===== config.mk =====
export PLATFORM = sky130hd
export DESIGN_NAME = sadd_sched
export DESIGN_NICKNAME = d
export VERILOG_FILES = /design/src/rtl/sadd_pkg.sv /design/src/rtl/sadd_sched_rr_arb.sv /design/src/rtl/sadd_sched.sv
export SDC_FILE = /design/constraint.sdc
export NUM_CORES = 1
export LEC_CHECK = 0
export ABC_AREA = 1
export BUFFER_PORTS_ARGS = -buffer_cell sky130_fd_sc_hd__buf_2
export CAP_MARGIN = 25
export CORE_MARGIN = 1
export CORE_UTILIZATION = 55
export CTS_CLUSTER_SIZE = 24
export DETAILED_ROUTE_END_ITERATION = 10
export PLACE_DENSITY = 0.82
export SYNTH_ARGS = -nofsm -noshare
export SYNTH_HDL_FRONTEND = slang
export SYNTH_SLANG_ARGS = --single-unit

===== constraint.sdc =====
create_clock -name clk -period 6.4 [get_ports clk]
set_input_delay 0.32 -clock clk [delete_from_list [all_inputs] [get_ports clk]]
set_output_delay 0.32 -clock clk [all_outputs]
set_load 0.01 [all_outputs]

===== src/rtl/sadd_pkg.sv =====
// sadd_pkg: shared types and constants for the serial-adder scheduler.
//   sadd_state_e : scheduler FSM states
//   OP_W_DEF     : default operand width (serialised MSB-first)
//   RES_W_DEF    : default result width (one carry bit wider than the operands)
//   id_w(n)      : width of a requester index for n requesters
package sadd_pkg;

   typedef enum logic [2:0] {
      S_DRAIN = 3'd0,
      S_IDLE  = 3'd1,
      S_SEND  = 3'd2,
      S_WAIT  = 3'd3,
      S_RECV  = 3'd4,
      S_RESP  = 3'd5
   } sadd_state_e;

   localparam int OP_W_DEF  = 2;
   localparam int RES_W_DEF = OP_W_DEF + 1;

   // A single requester still needs a 1-bit index field.
   function automatic int id_w(input int n);
      return (n > 1) ? $clog2(n) : 1;
   endfunction

endpackage


===== src/rtl/sadd_sched_rr_arb.sv =====
// rr_arb: combinational arbiter for the serial-adder scheduler.
//   Default build: round-robin, the search starts at index ptr and wraps.
//   With SADD_FIXED_PRIO_EN defined: ptr is ignored (tied to 0), so the
//   lowest requesting index always wins.
// Ports:
//   req  in  N     request vector
//   ptr  in  IW    index the search starts from
//   gnt  out N     one-hot grant (all zero when no request)
//   idx  out IW    encoded index of the granted requester
module rr_arb
   import sadd_pkg::*;
#(
   parameter int N  = 4,
   parameter int IW = id_w(N)
) (
   input  logic [N-1:0]  req,
   input  logic [IW-1:0] ptr,
   output logic [N-1:0]  gnt,
   output logic [IW-1:0] idx
);

   logic [IW-1:0] ptr_eff;
   logic [IW:0]   cand_w;
   logic [IW-1:0] cand;
   logic          found;

`ifdef SADD_FIXED_PRIO_EN
   assign ptr_eff = '0;
`else
   assign ptr_eff = ptr;
`endif

   // NOTE: every signal written here gets a default before the loop, so no
   // path leaves a value unassigned and no latch is inferred.
   always_comb begin
      gnt    = '0;
      idx    = '0;
      found  = 1'b0;
      cand_w = '0;
      cand   = '0;
      for (int i = 0; i < N; i++) begin
         // One extra bit lets ptr+i exceed N-1 before folding back, so the
         // wrap is correct for non-power-of-two N too.
         cand_w = {1'b0, ptr_eff} + (IW + 1)'(i);
         if (cand_w >= (IW + 1)'(N)) begin
            cand_w = cand_w - (IW + 1)'(N);
         end
         cand = cand_w[IW-1:0];
         if (!found && req[cand]) begin
            found     = 1'b1;
            gnt[cand] = 1'b1;
            idx       = cand;
         end
      end
   end

endmodule


===== src/rtl/sadd_sched.sv =====
// sadd_sched: shares one serial adder between NUM_REQ parallel requesters.
// Per transaction it grants one requester, latches its operands, shifts them
// into the adder MSB-first behind a one-cycle start strobe, collects the
// serial result once the adder raises its result strobe, and returns the sum
// tagged with the requester index. A drain period of GAP idle cycles follows
// reset and every transaction, since the adder has no reset of its own.
// Optional build macro: SADD_FIXED_PRIO_EN (fixed priority, lowest index wins;
// the round-robin pointer is removed).
// Ports:
//   clk        in   clock, rising edge
//   rst        in   synchronous active-high reset
//   req_valid  in   NUM_REQ       pending request per requester
//   req_a      in   NUM_REQ*OP_W  operand A, requester i at [i*OP_W +: OP_W]
//   req_b      in   NUM_REQ*OP_W  operand B, same packing
//   req_ready  out  NUM_REQ       one-hot accept pulse
//   rsp_valid  out  one-cycle response strobe
//   rsp_id     out  requester index of the response
//   rsp_data   out  RES_W-bit sum (0 on error)
//   rsp_err    out  adder timed out
//   busy       out  FSM not in IDLE
//   add_en     out  adder start strobe
//   add_a      out  serial operand A bit
//   add_b      out  serial operand B bit
//   add_en_i   in   adder result strobe
//   add_out    in   adder serial result bit
module sadd_sched
   import sadd_pkg::*;
#(
   parameter int NUM_REQ = 4,
   parameter int OP_W    = OP_W_DEF,
   parameter int RES_W   = RES_W_DEF,
   parameter int TIMEOUT = 16,
   parameter int GAP     = 3
) (
   input  logic                         clk,
   input  logic                         rst,
   input  logic [NUM_REQ-1:0]           req_valid,
   input  logic [NUM_REQ*OP_W-1:0]      req_a,
   input  logic [NUM_REQ*OP_W-1:0]      req_b,
   output logic [NUM_REQ-1:0]           req_ready,
   output logic                         rsp_valid,
   output logic [id_w(NUM_REQ)-1:0]     rsp_id,
   output logic [RES_W-1:0]             rsp_data,
   output logic                         rsp_err,
   output logic                         busy,
   output logic                         add_en,
   output logic                         add_a,
   output logic                         add_b,
   input  logic                         add_en_i,
   input  logic                         add_out
);

   localparam int ID_W  = id_w(NUM_REQ);
   localparam int MAX1  = (TIMEOUT > GAP) ? TIMEOUT : GAP;
   localparam int MAX2  = (MAX1 > RES_W) ? MAX1 : RES_W;
   localparam int CNT_W = $clog2(MAX2 + 1);

   sadd_state_e       state_q, state_d;
   logic [CNT_W-1:0]  cnt_q;      // gap, bit or timeout count depending on state
   logic [OP_W-1:0]   op_a_q, op_b_q;
   logic [RES_W-1:0]  res_q;
   logic              err_q;
   logic [ID_W-1:0]   id_q;

   logic [NUM_REQ-1:0] gnt;
   logic [ID_W-1:0]    gnt_idx;
   logic [ID_W-1:0]    arb_ptr;
   logic [OP_W-1:0]    sel_a, sel_b;
   logic               any_req;
   logic               accept;

   assign any_req = |req_valid;
   assign accept  = (state_q == S_IDLE) && any_req;
   assign busy    = (state_q != S_IDLE);

   rr_arb #(.N(NUM_REQ), .IW(ID_W)) u_arb (
      .req (req_valid),
      .ptr (arb_ptr),
      .gnt (gnt),
      .idx (gnt_idx)
   );

`ifdef SADD_FIXED_PRIO_EN
   assign arb_ptr = '0;
`else
   logic [ID_W-1:0] rr_ptr_q;
   assign arb_ptr = rr_ptr_q;

   always_ff @(posedge clk) begin
      if (rst) begin
         rr_ptr_q <= '0;
      end else if (accept) begin
         rr_ptr_q <= (gnt_idx == ID_W'(NUM_REQ - 1)) ? '0 : gnt_idx + ID_W'(1);
      end
   end
`endif

   // Operand mux driven by the one-hot grant; constant slices only.
   always_comb begin
      sel_a = '0;
      sel_b = '0;
      for (int i = 0; i < NUM_REQ; i++) begin
         if (gnt[i]) begin
            sel_a = req_a[i*OP_W +: OP_W];
            sel_b = req_b[i*OP_W +: OP_W];
         end
      end
   end

   // Next state and all outputs; everything is idle unless a state says so.
   always_comb begin
      state_d   = state_q;
      req_ready = '0;
      add_en    = 1'b0;
      add_a     = 1'b0;
      add_b     = 1'b0;
      rsp_valid = 1'b0;
      rsp_id    = '0;
      rsp_data  = '0;
      rsp_err   = 1'b0;
      unique case (state_q)
         S_DRAIN: begin
            if (cnt_q <= CNT_W'(1)) state_d = S_IDLE;
         end
         S_IDLE: begin
            if (any_req) begin
               req_ready = gnt;
               state_d   = S_SEND;
            end
         end
         S_SEND: begin
            // Operands shift left each cycle, so the MSB is always on top.
            add_a  = op_a_q[OP_W-1];
            add_b  = op_b_q[OP_W-1];
            add_en = (cnt_q == CNT_W'(OP_W - 1));
            if (cnt_q == '0) state_d = S_WAIT;
         end
         S_WAIT: begin
            if (add_en_i) begin
               state_d = S_RECV;
            end else if (cnt_q == CNT_W'(TIMEOUT - 1)) begin
               state_d = S_RESP;
            end
         end
         S_RECV: begin
            if (cnt_q <= CNT_W'(1)) state_d = S_RESP;
         end
         S_RESP: begin
            rsp_valid = 1'b1;
            rsp_id    = id_q;
            rsp_data  = res_q;
            rsp_err   = err_q;
            state_d   = S_DRAIN;
         end
         default: state_d = S_DRAIN;
      endcase
   end

   // NOTE: sequential state uses non-blocking assignments so every register
   // samples the pre-edge values, independent of statement order.
   always_ff @(posedge clk) begin
      if (rst) begin
         state_q <= S_DRAIN;
         cnt_q   <= CNT_W'(GAP);
         op_a_q  <= '0;
         op_b_q  <= '0;
         res_q   <= '0;
         err_q   <= 1'b0;
         id_q    <= '0;
      end else begin
         state_q <= state_d;
         unique case (state_q)
            S_DRAIN: begin
               if (cnt_q != '0) cnt_q <= cnt_q - CNT_W'(1);
            end
            S_IDLE: begin
               if (any_req) begin
                  op_a_q <= sel_a;
                  op_b_q <= sel_b;
                  id_q   <= gnt_idx;
                  err_q  <= 1'b0;
                  cnt_q  <= CNT_W'(OP_W - 1);
               end
            end
            S_SEND: begin
               op_a_q <= op_a_q << 1;
               op_b_q <= op_b_q << 1;
               // Reaching 0 doubles as clearing the timeout count for WAIT.
               if (cnt_q != '0) cnt_q <= cnt_q - CNT_W'(1);
            end
            S_WAIT: begin
               if (add_en_i) begin
                  res_q <= {{(RES_W - 1){1'b0}}, add_out};
                  cnt_q <= CNT_W'(RES_W - 1);
               end else if (cnt_q == CNT_W'(TIMEOUT - 1)) begin
                  res_q <= '0;
                  err_q <= 1'b1;
               end else begin
                  cnt_q <= cnt_q + CNT_W'(1);
               end
            end
            S_RECV: begin
               res_q <= {res_q[RES_W-2:0], add_out};
               cnt_q <= cnt_q - CNT_W'(1);
            end
            S_RESP: begin
               cnt_q <= CNT_W'(GAP);
            end
            default: cnt_q <= CNT_W'(GAP);
         endcase
      end
   end

endmodule


==> run_results.csv, run 1 <==
group,metric,value,unit
status,outcome,"complete, no violations",
critical_path,critPathLaunchType,"flop",
logic_synthesis,seq_area_frac_synth,0.214,
routing,wl,4120,um
clocking,cts_hold_buf,0,
routing,antenna_left,0,
routing,vias,1944,
die,fp.dieH,60.4,um
clocking,cts_buffers,3,
placement,dp_slack,3.73,ns
clocking,tritoncts,"built",
worst_hold_path,whs_path_depth,3,
logic_synthesis,async_flop_share,0,
clocking,cts.sinks,20,
logic_synthesis,synth_warnings,0,
die,core,3150,um^2
critical_path,critPathCaptureType,"output pin",
sta,skew,0.00562,ns
global_routing,top_usage_layer,"met2",
global_routing,antenna_found_initial,0,
critical_path,cp.arrival,2.71,ns
final_layout,final_layout_size_suffix_gt1_frac,0.223,
worst_hold_path,worstHoldStart,"req_a[6]",
clocking,clockBufferDepth,2,
final_layout,fillers,318,
sta,worst_pin_slew,0.596,ns
die,fp.dieW,60.4,um
routing,drt_iter0_drc,100,
final_layout,area_delta_synth_final,14.7,%
power,p_per_area,480,nW/um^2
die,rows,20,
power,p_switching,552,uW
placement,io_buffers,38,
global_routing,use_met1,0.320,
sta,fin_setup_tns,0,ns
logic_synthesis,synth-edff-count,0,
logic_synthesis,synth-seq-cells,20,
sta,setup_viol_count_final,0,
power,internal_power,479,uW
power,ir_drop,243,uV
worst_hold_path,hold_end,"op_a_q[0]$_SDFFE_PP0P_",
logic_synthesis,synth_nets,335,
power,p_clk_frac,0.102,
routing,drc,0,
final_layout,ff_latch_area,400,um^2
global_routing,grt_pass1_wl,6850,um
logic_synthesis,synthDistinctLibCells,35,
sta,period_needed,3.03,ns
power,p_seq_frac,0.205,
clocking,ctsResizeCount,0,
sta,hold_viol,0,
final_layout,multi_input_area,1260,um^2
routing,drt-pass1-iter-count,5,
placement,hpwl,3260,um
sta,setup_ws,3.37,ns
power,power_leakage,1.07,nW
sta,fin_crit_sh,0.473,
critical_path,reg2reg_to,"op_a_q[1]$_SDFFE_PP0P_",
clocking,cts_root_buffer,"clkbuf_4",
clocking,htree_levels,1,
logic_synthesis,netlist_area,1870,um^2
routing,via_per_inst,5.10,
critical_path,ff2ff_path_depth,16,
clocking,insertion_delay,0.31,ns
global_routing,grt_util_all_layers,0.244,
global_routing,grt.met2_usage,0.422,
critical_path,r2r_slack,3.75,ns
sta,grt_setup_unrepaired,"no",
logic_synthesis,synthFlopType,"dfxtp_1",
clocking,path_clk_slew,0.12,ns
placement,gp_congestion,0.952,
run,cap_violations,0,
global_routing,met3_usage,0.0469,
global_routing,grt_max_degree,17,
sta,drv_slew,0,
sta,fmax,330,MHz
sta,slew_headroom,0.598,
power,swShare,0.535,
final_layout,n_antenna_cell,0,
die,initial_core_util,0.594,
logic_synthesis,avgSynthCellArea,6.26,um^2
power,combPwrFrac,0.693,
die,io_pins,39,
critical_path,critical_path_required,6.08,ns
worst_hold_path,worstHoldPathType,"input port to flop",
die,die_area,3640,um^2
global_routing,grt-ovfl-total,0,
routing,wl_per_cell,10.8,um
critical_path,path_max_fanout,16,
critical_path,critical_path_class,"flop to output pin",
logic_synthesis,netlist_instances,299,
global_routing,first_global_vias,1651,
final_layout,nets,374,
clocking,cts_setup_buffers,0,
==> worst max path at each step <==
stage,end,cells past startpoint,startpoint
detailed placement,req_ready[3],13,flop
global placement,req_ready[3],13,flop
finish,req_ready[3],13,flop
CTS,req_ready[3],13,flop
floorplan,op_a_q[1]$_SDFFE_PP0P_,16,arb_ptr[1]$_SDFFE_PP0P_
global route,req_ready[3],13,flop
==> cells in the final DEF (no fill, tap or decap), types with 3 or more instances in the layout <==
master,synthesis,routed
inv_2,10,10
ha_1,12,12
nand3_1,26,26
nand3_2,4,4
a21oi_1,19,19
nor2_1,33,33
o21ai_0,11,11
nand2_4,3,3
o22ai_1,6,6
a31oi_1,3,3
dfxtp_1,20,20
nor3_1,3,3
a21oi_2,3,3
inv_1,40,40
buf_2,0,38
nand2_2,4,4
clkbuf_4,0,3
nand2_1,76,76
==> worst max-delay path, stage by stage, from the launching register on <==
cell      delay [ns]
dfxtp_1         0.71
inv_2           0.23
ha_1            0.41
inv_1           0.10
nand3_1         0.10
nand2_2         0.09
nor2_8          0.14
nand2_2         0.10
clkinv_1        0.06
nand2_1         0.05
nand2_2         0.13
nand2_1         0.08
inv_2           0.07
buf_2           0.12
==> synth_stat cells (2+ instances only) <==
cell type | n | area share
ha_1 | 12 | 0.080
dfxtp_1 | 20 | 0.21
inv_2 | 10 | 0.020
a31oi_1 | 3 | 0.010
a21oi_2 | 3 | 0.014
a21oi_1 | 19 | 0.051
xnor2_1 | 2 | 0.0094
o21ai_1 | 2 | 0.0053
nor2_1 | 33 | 0.066
nand2_1 | 76 | 0.15
nand2_2 | 4 | 0.013
clkbuf_1 | 3 | 0.0060
o211ai_1 | 2 | 0.0080
o21ai_0 | 11 | 0.029
nor3_1 | 3 | 0.0080
nand3_2 | 4 | 0.021
o22ai_1 | 6 | 0.020
nand2_8 | 2 | 0.021
inv_1 | 40 | 0.080
nand2_4 | 3 | 0.018
nand3_1 | 26 | 0.069
nor3_2 | 2 | 0.011
==> routing by layer <==
metal,share of wire,routed length (um),up-vias
met5,0,0,-
met4,0.0032,13,0
met3,0.032,133,2
met2,0.47,1930,37
met1,0.50,2040,872
li1,-,-,1033
==> per-stage QoR <==
| stage | cells | area [um^2] | power (mW) | hold WS (ns) | util |
|---|---|---|---|---|---|
| global placement | 377 | 2100 | 0.913 | 0.452 | 0.665 |
| global route | 381 | 2150 | 1.14 | 0.292 | 0.681 |
| floorplan | 299 | 1870 | 0.793 | 0.441 | - |
| detailed placement | 377 | 2100 | 0.923 | 0.473 | 0.665 |
| CTS | 381 | 2150 | 1.03 | 0.277 | 0.681 |
| finish | 381 | 2150 | 1.03 | 0.273 | 0.681 |
==> power by group through the flow <==
stage	clock network [mW]	logic [mW]	registers, mW
final	0.105	0.715	0.212
after global routing	0.110	0.811	0.220
after CTS	0.106	0.714	0.211
after detailed placement	0	0.709	0.214
after global placement	0	0.700	0.213
after floorplan	0	0.598	0.195
==> registers in the layout, indices dropped and copies added (netlist names), named ones only <==
name and flops:
arb_ptr 1, cnt_q 5, err_q 1, id_q 2, op_a_q 2, op_b_q 2
res_q 3, state_q 3
==> kinds of logic after synthesis <==
family | synth area share
simple gates | 0.422
flops | 0.214
xor+xnor | 0.0140
buf+inv | 0.114
fa+ha+maj | 0.0802
compound gates | 0.156
==> final cells by class <==
cell class	count	share of cell area
clock buffer	3	0.0105
clock inverter	1	0.0140
inverter	51	0.0891
multi-input combinational	224	0.586
sequential	20	0.186
tap	44	0.0256
timing repair buffer	38	0.0885
(Power assumes the default switching activity.)
==> run 2: changes to the inputs <==
==> constraint.sdc (replaced) <==
create_clock -name clk -period 3.1 [get_ports clk]
set_input_delay 0.155 -clock clk [delete_from_list [all_inputs] [get_ports clk]]
set_output_delay 0.155 -clock clk [all_outputs]
set_load 0.01 [all_outputs]
==> run_results.csv, run 2 (synthesized netlist as in run 1, its figures left out) <==
group,metric,value,unit
status,outcome,"complete, no violations",
critical_path,critPathLaunchType,"flop",
final_layout,nets,375,
global_routing,grt_pass1_wl,6940,um
clocking,insertion_delay,0.31,ns
final_layout,top_regs,"cnt_q (5), res_q (3), state_q (3)",
routing,drt_iter0_drc,69,
final_layout,fin_util,0.679,
routing,wl,4190,um
routing,vias,1949,
final_layout,area_delta_synth_final,14.2,%
sta,period_needed,2.62,ns
sta,hold_viol,0,
critical_path,critical_path_required,2.94,ns
placement,hpwl,3280,um
global_routing,grt-ovfl-total,0,
run,cap_violations,0,
sta,drv_slew,0,
clocking,path_clk_slew,0.11,ns
clocking,cts_buffers,3,
clocking,tritoncts,"built",
sta,fmax,381,MHz
critical_path,path_max_fanout,8,
final_layout,final_cell_mix,"76 x nand2_1, 40 x inv_1, 38 x buf_2",
routing,drc,0,
clocking,htree_levels,1,
clocking,cts_root_buffer,"clkbuf_4",
routing,wl_per_cell,11.0,um
global_routing,grt_max_degree,17,
sta,slew_headroom,0.553,
placement,dp.cells,378,
global_routing,first_global_vias,1645,
sta,skew,0.00753,ns
clocking,clockBufferDepth,2,
clocking,cts_hold_buf,0,
final_layout,fin_cells,382,
worst_hold_path,worstHoldPathType,"input port to flop",
final_layout,top_register,"cnt_q",
die,fp.dieW,60.4,um
sta,setup_viol_count_final,0,
routing,drt-pass1-iter-count,5,
clocking,ctsResizeCount,0,
power,power_leakage,1.07,nW
die,rows,20,
power,finalPower,2.08,mW
die,io_pins,39,
placement,dp_slack,0.700,ns
final_layout,largest_register_ffs,5,
sta,fin_setup_tns,0,ns
final_layout,final_common_cell,"nand2_1",
sta,grt_setup_unrepaired,"no",
critical_path,critPathCaptureType,"output pin",
placement,io_buffers,38,
global_routing,antenna_found_initial,0,
clocking,cts.sinks,20,
die,die_area,3640,um^2
routing,via_per_inst,5.10,
critical_path,cp.arrival,2.47,ns
sta,setup_ws,0.477,ns
power,ir_drop,552,uV
sta,worst_pin_slew,0.664,ns
sta,fin_crit_sh,0.846,
die,initial_core_util,0.594,
final_layout,final_layout_size_suffix_gt1_frac,0.225,
die,fp.dieH,60.4,um
global_routing,grt_util_all_layers,0.245,
critical_path,critical_path_class,"flop to output pin",
final_layout,n_antenna_cell,0,
power,p_per_area,970,nW/um^2
clocking,cts_setup_buffers,0,
routing,antenna_left,0,
placement,gp_congestion,0.919,
die,core,3150,um^2
==> run 2: changes by cell type in the layout (fill, tap and decap cells not counted), sizes merged <==
cell / before / now
clkbuf: 3 / 4
bufinv: 1 / 0
buf: 38 / 39
==> run 2: worst paths after layout <==
check / start / end / slack (ns) / depth (start not counted)
worst max-delay path: arb_ptr[1]$_SDFFE_PP0P_ / req_ready[3] / 0.48 / 13
worst min-delay path: req_a[6] / op_a_q[0]$_SDFFE_PP0P_ / 0.11 / 3
worst max register to register: arb_ptr[1]$_SDFFE_PP0P_ / op_a_q[1]$_SDFFE_PP0P_ / 0.68 / 15
worst min register to register: res_q[2]$_SDFFE_PP0P_ / res_q[2]$_SDFFE_PP0P_ / 0.48 / 2
==> run 2: power by group <==
part           total, mW  leakage (nW)  internal, mW  switching, mW
Sequential         0.414         0.163         0.329         0.0853
Combinational       1.50         0.886         0.536          0.966
Clock              0.158        0.0210        0.0718         0.0866
Total               2.08          1.07         0.937           1.14
==> run 2: cell type report <==
type / instances / area (um^2)
clock buffer: 4 / 36.3
fill: 292 / 1010
tap: 44 / 55.1
sequential: 20 / 400
inverter: 51 / 191
multi-input combinational: 224 / 1260
timing repair buffer: 39 / 198
==> run 2: worst max-delay path, cell delays in order (launching register included) <==
cell	delay [ns]
dfxtp_1	0.57
inv_2	0.17
ha_1	0.38
inv_1	0.10
nand3_1	0.10
nand2_2	0.09
nor2_8	0.13
nand2_2	0.10
clkinv_1	0.06
nand2_1	0.05
nand2_2	0.12
nand2_1	0.07
inv_2	0.07
buf_2	0.12
==> run 2: routing by layer <==
metal	GRT usage	up-vias	routed length, um
li1	-	1034	-
met1	0.342	868	2050
met2	0.400	42	1960
met3	0.0256	5	133
met4	0.0698	0	39
met5	0	-	0
==> run 2: metrics by stage <==
| stage | cell area (um^2) | hold WS (ns) |
|---|---|---|
| floorplan | 1870 | 0.324 |
| global placement | 2100 | 0.444 |
| detailed placement | 2100 | 0.449 |
| CTS | 2140 | 0.107 |
| global route | 2140 | 0.126 |
| finish | 2140 | 0.108 |
